[config.mk]
export PLATFORM = sky130hd
export DESIGN_NAME = pc_gen_flat
export DESIGN_NICKNAME = d
export VERILOG_FILES = /design/src/rtl/pc_gen_if.sv /design/src/rtl/pc_gen.sv /design/src/flat_wrapper.sv
export SDC_FILE = /design/constraint.sdc
export NUM_CORES = 1
export LEC_CHECK = 0
export BUFFER_PORTS_ARGS = -buffer_cell sky130_fd_sc_hd__buf_2
export CAP_MARGIN = 20
export CORE_ASPECT_RATIO = 1.4
export CORE_UTILIZATION = 29
export CTS_CLUSTER_DIAMETER = 150
export DETAILED_ROUTE_END_ITERATION = 8
export MAX_ROUTING_LAYER = met4
export PLACE_DENSITY = 0.58
export SLEW_MARGIN = 20
export SYNTH_ARGS = -nofsm -noshare
export SYNTH_HDL_FRONTEND = slang
export SYNTH_SLANG_ARGS = --single-unit
[constraint.sdc]
create_clock -name clk -period 2.9 [get_ports clk]
set_clock_uncertainty 0.1 [all_clocks]
set_input_delay 0.29 -clock clk [delete_from_list [all_inputs] [get_ports clk]]
set_output_delay 0.29 -clock clk [all_outputs]
set_load 0.005 [all_outputs]
[src/rtl/pc_gen_if.sv]
// pc_gen_if: request and fetch-address bundle for the PC generator.
// The slave modport is the PC generator; the master modport is the
// surrounding pipeline (trap unit, decode, execute, fetch).
interface pc_gen_if #(
    parameter int XLEN = 32
);
    logic            pc_en;
    logic            trap_en;
    logic [XLEN-1:0] trap_addr;
    logic            ex_redir_en;
    logic            ex_jalr;
    logic [XLEN-1:0] ex_pc;
    logic [XLEN-1:0] ex_rs1;
    logic [12:0]     ex_off;
    logic            id_jal_en;
    logic [XLEN-1:0] id_pc;
    logic [20:0]     id_off;
    logic            id_call;
    logic            id_ret_en;
    logic [XLEN-1:0] pc_addr;
    logic            redirect;
    logic            misalign_err;
    logic [XLEN-1:0] misalign_addr;
    logic            ras_hit;

    modport master (
        output pc_en, trap_en, trap_addr, ex_redir_en, ex_jalr, ex_pc, ex_rs1,
               ex_off, id_jal_en, id_pc, id_off, id_call, id_ret_en,
        input  pc_addr, redirect, misalign_err, misalign_addr, ras_hit
    );

    modport slave (
        input  pc_en, trap_en, trap_addr, ex_redir_en, ex_jalr, ex_pc, ex_rs1,
               ex_off, id_jal_en, id_pc, id_off, id_call, id_ret_en,
        output pc_addr, redirect, misalign_err, misalign_addr, ras_hit
    );
endinterface

[src/rtl/pc_gen.sv]
// pc_gen: fetch program-counter generator.
// Picks the next fetch address from trap, execute redirect, return-address
// prediction, decode JAL or sequential increment. Redirect targets are
// computed from the redirecting instruction's own PC. Misaligned ex/JAL
// targets are dropped and reported.
// Optional return-address stack: define PC_GEN_RAS_EN to build it.
module pc_gen #(
    parameter int              XLEN      = 32,
    parameter logic [XLEN-1:0] RESET_VEC = '0,
    parameter int              RAS_DEPTH = 4
) (
    input  logic        clk,
    input  logic        rst,
    pc_gen_if.slave     bus
);

    localparam logic [XLEN-1:0] TRAP_MASK = {{(XLEN-2){1'b1}}, 2'b00};
    localparam logic [XLEN-1:0] JALR_MASK = {{(XLEN-1){1'b1}}, 1'b0};

    logic [XLEN-1:0] pcAddr_q, pcAddr_d;
    logic            redirect_q, redirect_d;
    logic            misalignErr_q, misalignErr_d;
    logic [XLEN-1:0] misalignAddr_q, misalignAddr_d;
    logic            rasHit_q, rasHit_d;

    logic [XLEN-1:0] exOffExt;
    logic [XLEN-1:0] idOffExt;
    logic [XLEN-1:0] exTarget;
    logic [XLEN-1:0] idTarget;
    logic [XLEN-1:0] callLink;
    logic            rasFlush;
    logic            idAccept;
    logic            rasPopOk;
    logic [XLEN-1:0] rasTop;

    assign exOffExt = {{(XLEN-13){bus.ex_off[12]}}, bus.ex_off};
    assign idOffExt = {{(XLEN-21){bus.id_off[20]}}, bus.id_off};
    assign exTarget = bus.ex_jalr ? ((bus.ex_rs1 + exOffExt) & JALR_MASK)
                                  : (bus.ex_pc + exOffExt);
    assign idTarget = bus.id_pc + idOffExt;
    assign callLink = bus.id_pc + XLEN'(4);

`ifdef PC_GEN_RAS_EN
    localparam int PW = (RAS_DEPTH > 1) ? $clog2(RAS_DEPTH) : 1;
    localparam int CW = $clog2(RAS_DEPTH + 1);

    logic [XLEN-1:0] rasMem_q [RAS_DEPTH];
    logic [PW-1:0]   rasTos_q;
    logic [CW-1:0]   rasCount_q;
    logic            rasPop;
    logic            rasPush;
    logic [PW-1:0]   rasWrIdx;

    assign rasPopOk = bus.id_ret_en && (rasCount_q != '0);
    assign rasTop   = rasMem_q[rasTos_q];
    assign rasPop   = idAccept && rasPopOk;
    // A call pushes only when the decode instruction actually redirects:
    // either the combined pop/push return, or an aligned JAL that wins.
    assign rasPush  = idAccept && bus.id_call &&
                      ((bus.id_ret_en && rasPopOk) ||
                       (bus.id_jal_en && !rasPopOk && !idTarget[1]));
    assign rasWrIdx = rasPop ? rasTos_q : rasTos_q + PW'(1);

    // Stack pointer and occupancy; pop+push replaces the top in place.
    always_ff @(posedge clk) begin
        if (!rst) begin
            rasTos_q   <= '0;
            rasCount_q <= '0;
        end else if (rasFlush) begin
            rasCount_q <= '0;
        end else if (rasPush && !rasPop) begin
            rasTos_q <= rasTos_q + PW'(1);
            if (rasCount_q != CW'(RAS_DEPTH)) begin
                rasCount_q <= rasCount_q + CW'(1);
            end
        end else if (rasPop && !rasPush) begin
            rasTos_q   <= rasTos_q - PW'(1);
            rasCount_q <= rasCount_q - CW'(1);
        end
    end

    // Return-address storage; overflow naturally overwrites the oldest slot.
    always_ff @(posedge clk) begin
        if (rst && rasPush) begin
            rasMem_q[rasWrIdx] <= callLink;
        end
    end
`else
    localparam int unusedRasDepth = RAS_DEPTH;
    logic unusedRasSignals;

    assign rasPopOk         = 1'b0;
    assign rasTop           = '0;
    assign unusedRasSignals = ^{bus.id_call, bus.id_ret_en, rasFlush,
                                idAccept, callLink};
`endif

    // Next-PC selection by priority: trap, ex, RAS return, JAL, sequential.
    always_comb begin
        pcAddr_d       = pcAddr_q;
        redirect_d     = 1'b0;
        misalignErr_d  = 1'b0;
        misalignAddr_d = misalignAddr_q;
        rasHit_d       = 1'b0;
        rasFlush       = 1'b0;
        idAccept       = 1'b0;
        if (bus.trap_en) begin
            pcAddr_d   = bus.trap_addr & TRAP_MASK;
            redirect_d = 1'b1;
            rasFlush   = 1'b1;
        end else if (bus.ex_redir_en) begin
            rasFlush = 1'b1;
            if (exTarget[1]) begin
                misalignErr_d  = 1'b1;
                misalignAddr_d = exTarget;
            end else begin
                pcAddr_d   = exTarget;
                redirect_d = 1'b1;
            end
        end else if (bus.pc_en) begin
            idAccept = 1'b1;
            if (rasPopOk) begin
                pcAddr_d   = rasTop;
                redirect_d = 1'b1;
                rasHit_d   = 1'b1;
            end else if (bus.id_jal_en) begin
                if (idTarget[1]) begin
                    misalignErr_d  = 1'b1;
                    misalignAddr_d = idTarget;
                end else begin
                    pcAddr_d   = idTarget;
                    redirect_d = 1'b1;
                end
            end else begin
                pcAddr_d = pcAddr_q + XLEN'(4);
            end
        end
    end

    // Output registers; reset wins over every request.
    always_ff @(posedge clk) begin
        if (!rst) begin
            pcAddr_q       <= RESET_VEC;
            redirect_q     <= 1'b0;
            misalignErr_q  <= 1'b0;
            misalignAddr_q <= '0;
            rasHit_q       <= 1'b0;
        end else begin
            pcAddr_q       <= pcAddr_d;
            redirect_q     <= redirect_d;
            misalignErr_q  <= misalignErr_d;
            misalignAddr_q <= misalignAddr_d;
            rasHit_q       <= rasHit_d;
        end
    end

    assign bus.pc_addr       = pcAddr_q;
    assign bus.redirect      = redirect_q;
    assign bus.misalign_err  = misalignErr_q;
    assign bus.misalign_addr = misalignAddr_q;
    assign bus.ras_hit       = rasHit_q;

endmodule

[src/flat_wrapper.sv]
// flat-port wrapper written by rule: the top's interface ports become plain ports
module pc_gen_flat 
#(
    parameter int              XLEN      = 32,
    parameter logic [XLEN-1:0] RESET_VEC = '0,
    parameter int              RAS_DEPTH = 4
)
  (clk, rst, bus_pc_en, bus_trap_en, bus_trap_addr, bus_ex_redir_en, bus_ex_jalr, bus_ex_pc, bus_ex_rs1, bus_ex_off, bus_id_jal_en, bus_id_pc, bus_id_off, bus_id_call, bus_id_ret_en, bus_pc_addr, bus_redirect, bus_misalign_err, bus_misalign_addr, bus_ras_hit);
  pc_gen_if #(.XLEN(XLEN)) bus_i ();
  input  logic clk;
  input  logic rst;
  input wire logic [$bits(bus_i.pc_en)-1:0] bus_pc_en;
  input wire logic [$bits(bus_i.trap_en)-1:0] bus_trap_en;
  input wire logic [$bits(bus_i.trap_addr)-1:0] bus_trap_addr;
  input wire logic [$bits(bus_i.ex_redir_en)-1:0] bus_ex_redir_en;
  input wire logic [$bits(bus_i.ex_jalr)-1:0] bus_ex_jalr;
  input wire logic [$bits(bus_i.ex_pc)-1:0] bus_ex_pc;
  input wire logic [$bits(bus_i.ex_rs1)-1:0] bus_ex_rs1;
  input wire logic [$bits(bus_i.ex_off)-1:0] bus_ex_off;
  input wire logic [$bits(bus_i.id_jal_en)-1:0] bus_id_jal_en;
  input wire logic [$bits(bus_i.id_pc)-1:0] bus_id_pc;
  input wire logic [$bits(bus_i.id_off)-1:0] bus_id_off;
  input wire logic [$bits(bus_i.id_call)-1:0] bus_id_call;
  input wire logic [$bits(bus_i.id_ret_en)-1:0] bus_id_ret_en;
  output wire logic [$bits(bus_i.pc_addr)-1:0] bus_pc_addr;
  output wire logic [$bits(bus_i.redirect)-1:0] bus_redirect;
  output wire logic [$bits(bus_i.misalign_err)-1:0] bus_misalign_err;
  output wire logic [$bits(bus_i.misalign_addr)-1:0] bus_misalign_addr;
  output wire logic [$bits(bus_i.ras_hit)-1:0] bus_ras_hit;
  assign bus_i.pc_en = bus_pc_en;
  assign bus_i.trap_en = bus_trap_en;
  assign bus_i.trap_addr = bus_trap_addr;
  assign bus_i.ex_redir_en = bus_ex_redir_en;
  assign bus_i.ex_jalr = bus_ex_jalr;
  assign bus_i.ex_pc = bus_ex_pc;
  assign bus_i.ex_rs1 = bus_ex_rs1;
  assign bus_i.ex_off = bus_ex_off;
  assign bus_i.id_jal_en = bus_id_jal_en;
  assign bus_i.id_pc = bus_id_pc;
  assign bus_i.id_off = bus_id_off;
  assign bus_i.id_call = bus_id_call;
  assign bus_i.id_ret_en = bus_id_ret_en;
  assign bus_pc_addr = bus_i.pc_addr;
  assign bus_redirect = bus_i.redirect;
  assign bus_misalign_err = bus_i.misalign_err;
  assign bus_misalign_addr = bus_i.misalign_addr;
  assign bus_ras_hit = bus_i.ras_hit;
  pc_gen #(.XLEN(XLEN), .RESET_VEC(RESET_VEC), .RAS_DEPTH(RAS_DEPTH)) u_core (.clk(clk), .rst(rst), .bus(bus_i));
endmodule
==> Yosys cells after proc, flatten, opt, wreduce, memory -nomap -nowiden <==
Index checks and enable logic that the tools add are counted.
{ "classes": {"addsub": 4, "eq_ne": 5, "mux": 23, "bitwise": 2, "reduce_logical": 8} }
{ "op_table": {"columns": ["operator", "count"], "rows": [
  ["2-to-1 mux 32 bit", 12],
  ["adder 32 bit", 3],
  ["adder 32 x 3 -> 32 bit, second input constant", 1],
  ["2-to-1 mux 1 bit", 11],
  ["inequality test 3 bit, second input constant", 2],
  ["AND reduction 3 bit", 2],
  ["nonzero test 2 bit", 3],
  ["AND reduction 5 bit", 1],
  ["inequality test 4 bit, second input constant", 1],
  ["nonzero test 3 bit", 1],
  ["inequality test 2 x 1 -> 1 bit, second input constant", 1],
  ["inequality test 2 bit, second input constant", 1],
  ["NOT 1 bit", 2],
  ["OR reduction 2 bit", 1]
]} }
{ "word_totals": {"reg_bits": 66, "in_bits": 171, "elab_cells": 47} }

==> Longest topological paths before layout <==
{ "logic_depth": {"word_depth": 6, "depth_mapped": 13, "mapped_depth_nobuf": 13} }

==> Least setup slack after synthesis <==
OpenSTA, ideal clock, no wires.
{ "synth_timing": {"path_type": "input -> register", "start": "in bus_id_off[10]", "end": "reg u_core.pcAddr_q[23] (netlist: u_core.bus.pc_addr[23])", "setup_ns": 0.086, "arrival_ns": 2.824, "t_required_ns": 2.714, "path_slack_ns": -0.109, "path_stages": 11, "cell_sequence": "ha_1 -> a2111oi_2 -> or3b_1 -> o31ai_4 -> o22ai_2 -> a2111oi_2 -> o21bai_1 -> xnor2_1 -> a211oi_1 -> nor3_1 -> a211oi_1"} }
{ "synth_via": {"elab_chain_len": 6} }
{ "synth_rtl": {"columns": ["element", "line", "source"], "rows": [
  ["start, declared", "flat_wrapper.sv:22", "input wire logic [$bits(bus_i.id_off)-1:0] bus_id_off;"],
  ["adder 32 bit", "pc_gen.sv:40", "assign idTarget = bus.id_pc + idOffExt;"],
  ["2-to-1 mux 32 bit", "pc_gen.sv:127", "if (idTarget[1]) begin"],
  ["2-to-1 mux 32 bit", "pc_gen.sv:126", "end else if (bus.id_jal_en) begin"],
  ["2-to-1 mux 32 bit", "pc_gen.sv:120", "end else if (bus.pc_en) begin"],
  ["2-to-1 mux 32 bit", "pc_gen.sv:111", "end else if (bus.ex_redir_en) begin"],
  ["2-to-1 mux 32 bit", "pc_gen.sv:107", "if (bus.trap_en) begin"],
  ["end signal, assigned", "pc_gen.sv:149", "pcAddr_q <= pcAddr_d;"],
  ["end, declared", "pc_gen.sv:20", "logic [XLEN-1:0] pcAddr_q, pcAddr_d;"]
]} }
No other way between the ends. The select of a mux whose other input is x is not followed.
A chain may end at the register's enable or synchronous reset.

==> Worst setup path in the final report <==
Same ends and word-level chain as after synthesis.

==> results.cfg <==
[global_routing]
antenna_found_initial = 0
grt_pass1_vias = 10800
grt_max_degree = 46
grt_use_total_pct = 23.8
grt_first_pass_wirelength_um = 56600
grt_overflow_total = 0

[critical_path]
critical_path_class = primary input to flip-flop
worst-path-max-fanout = 3
cp_num_buf_inv = 1
path_common_cell = a2111oi_4
crit_path_max_incr_delay_ps = 450
critPathTopFamily = compound AO/OA/AOI/OAI gates
rr_worst_depth = 10
rrSetupSlack_ps = 220
cp-start-kind = primary input
cp_slowest_cell = a2111oi_4
path_cells = buf_6 -> ha_4 -> a2111oi_4 -> or3b_4 -> o31ai_4 -> o22ai_4 -> a2111oi_4 -> o21bai_2 -> xnor2_2 -> a211oi_2 -> nor3_2 -> a211oi_1
arrival_ps = 3100
reg2reg_to = u_core.bus.pc_addr[29]
reg2reg_from = u_core.bus.pc_addr[7]
end_kind = flip-flop
required_ps = 3060

[routing]
avgViaCountPerCell = 5.34
drt_wl_total_um = 36800
drt-initial-drc-count = 594
wl_per_cell_um = 17.9
drtAntennaViolNets = 0
drc = 0
routed-via-count = 11000
drt_pre_antenna_iters = 6

[synthesis]
ys_warn_count = 0
synth_edf_count = 0
seq_area_frac_synth_pct = 14.9
yosysTopAreaCellShare_pct = 14.9
synthXorXnorAreaFrac_pct = 9.60
syn-num-nets = 1499
synth.area.mux_share_pct = 0.920
synth_area_per_cell_um2 = 7.18
synth_seq_cells = 66
synth_top_family_by_area = compound AO/OA/AOI/OAI gates
synth-main-ff-cell = dfxtp_1
synth_compound_area_share_pct = 34.9
synth_area_leaders = dfxtp_1 (15%), ha_1 (13%), a21oi_1 (7.1%)
syn-cell-area_um2 = 8840
async_flop_share_pct = 0
synth_adder_area_share_pct = 13.8
synth_area_leader_cell = dfxtp_1
synthSimpleGateAreaFrac_pct = 21.9
ys_types = 81
syn_inst = 1232

[placement]
dpl.cell_count = 2033
dp_hpwl_um = 30100
io_buffer_count = 232
gp_congestion = 0.932
pre_cts_ws_ps = -617

[sta]
drv_slew = 0
finalHoldViolations = 0
fmax_mhz = 340
worstMarginPinSlew_ps = 632
setup_viol = 1
grt_setup_unrepaired = true
slew_headroom_pct = 57.9
period_needed_ps = 2940
final.setup.worst_slack_ps = -45.0
finalCritPeriodShare_pct = 102

[finish]
drive_gt1_share_pct = 34.5
final_nets = 1935
regArea_um2 = 1320
multi_input_area_um2 = 7550
n_fill_cell = 3084
syn2layout_area_growth_pct = 45.6
final_cells = 2057
num_antenna_cells = 0

[outcome]
violations = negative setup slack
outcome = finished with violations

[clocking]
cts.sinks = 66
cts_buffer_depth = 2
clk_latency_ps = 340
root_buffer = clkbuf_16
cts_tree = built
cts_max_level = 3
path_clk_slew_ps = 60
cts_buffers = 9
cts_hold_buf = 0

[floorplan]
fp.dieArea_um2 = 31200
io_pins = 238
die_h_um = 209
initial_utilization_pct = 29.5
rows = 75
die_w_um = 150
core_um2 = 29900

[worst_hold_path]
worstHoldStart = bus_trap_addr[15]
hold_path_depth = 3
hold_path_end = u_core.bus.pc_addr[15]
hold_class = primary input to flip-flop

[power_and_ir_drop]
leakagePower_uw = 0.00610
powerDensity_nw_per_um2 = 374
ir_drop_uv = 295

[run]
maxCapViolCount = 0
[sequential cells by signal, summed over array words and instances, names as in the netlist, named ones only]
name,cells
u_core.bus.misalign_addr,32
u_core.bus.misalign_err,1
u_core.bus.pc_addr,31
u_core.bus.redirect,1
[timing repair]
item | in CTS | in global routing
pin swaps | 20 | 30
buffers inserted | 3 | 6
gates resized for setup | 26 | 56
hold endpoints to repair | 0 | 0
cloned | 0 | 0
setup endpoints to repair | 22 | 29
[metrics by stage]
step | utilization [%] | instance area, um2 | hold WS, ps | total power, uW | setup TNS, ps
after floorplan | - | 8870 | 335 | 2440 | -25.1
after global placement | 40.5 | 12100 | 361 | 3520 | -12210
after detailed placement | 40.5 | 12100 | 374 | 3540 | -14040
after CTS | 42.0 | 12600 | 97.9 | 4720 | -129
after global routing | 43.0 | 12900 | 140 | 5120 | -489
final | 43.0 | 12900 | 101 | 4810 | -45.0
[metal layers]
layer	up-vias	track usage, %	part of all wire [%]
met5	-	-	0
met4	0	9.22	3.5
met3	76	2.90	5.5
met2	334	40.8	49
met1	5096	27.9	42
li1	5481	-	-
[layout make-up]
| type | count | share of cell area (%) |
|---|---|---|
| Clock buffer | 13 | 2.10 |
| Clock inverter | 2 | 0.272 |
| Inverter | 31 | 0.904 |
| Multi-Input combinational cell | 1077 | 58.7 |
| Sequential cell | 66 | 10.3 |
| Tap cell | 385 | 3.74 |
| Timing Repair Buffer | 483 | 24.0 |
[where the power goes]
part / internal [uW] / leakage (uW) / switching [uW]
combinational: 1220 / 0.00540 / 1370
clock: 730 / 0.000152 / 410
sequential: 997 / 0.000545 / 84.3
[tightest hold or removal path: cells and delay by family]
family                 cells  cell delay, ps
buffers and inverters      1              80
AND/OR/NAND/NOR            1              80
AO/OA/AOI/OAI              1              60
[worst max path at each step]
stage,start,to,slack [ps],depth (start not counted)
detailed placement,bus_ex_off[3],u_core.bus.misalign_addr[30],-620,14
global placement,bus_id_off[9],u_core.bus.pc_addr[23],-540,12
finish,bus_id_off[10],u_core.bus.pc_addr[23],-40,12
global route,bus_id_off[9],u_core.bus.pc_addr[23],-160,12
floorplan,bus_id_off[9],u_core.bus.pc_addr[23],-30,11
CTS,bus_id_off[10],u_core.bus.pc_addr[23],-60,12
[placed cells by master (no fill, tap or decap), types with 6 or more instances in the layout]
master,netlist,final
buf_4,1,248
buf_2,4,228
nor2_1,123,121
a21oi_1,125,109
o21ai_0,108,97
nand2_1,92,92
ha_1,93,84
dfxtp_1,66,66
xnor2_1,56,54
a21o_1,51,51
xor2_1,39,39
nand3_1,38,38
nor3_1,34,32
inv_1,30,30
and3_1,27,27
o211ai_1,21,21
a211oi_1,28,21
nand4_1,18,18
a31oi_1,19,18
nand2b_1,15,15
a21oi_2,1,14
or3_1,13,13
o21a_1,12,12
and2_1,12,12
nor2b_1,9,9
o21ai_1,3,9
o22ai_1,9,9
a221oi_1,11,9
clkbuf_16,0,9
mux2i_1,7,7
a211oi_2,0,7
a31o_2,7,6
ha_4,0,6
buf_6,0,6
[logic make-up (layout without fill, tap and decap cells)]
group | after synthesis | count (layout)
simple gates | 405 | 405
fa+ha+maj | 96 | 96
mux | 8 | 8
other cells | 1 | 1
compound gates | 471 | 471
xor+xnor | 96 | 96
flops | 66 | 66
buf+inv | 89 | 529
[Yosys cell counts (13+ instances only)]
| master | instances |
|---|---|
| nor3_1 | 34 |
| nand2b_1 | 15 |
| nand4_1 | 18 |
| ha_1 | 93 |
| or3_1 | 13 |
| inv_1 | 30 |
| nand3_1 | 38 |
| o21ai_0 | 108 |
| a21o_1 | 51 |
| xnor2_1 | 56 |
| o211ai_1 | 21 |
| xor2_1 | 39 |
| nor2_1 | 123 |
| a31oi_1 | 19 |
| a21oi_1 | 125 |
| clkbuf_1 | 49 |
| nand2_1 | 92 |
| a211oi_1 | 28 |
| dfxtp_1 | 66 |
| and3_1 | 27 |
No activity file was read; power rests on OpenSTA's default activity.
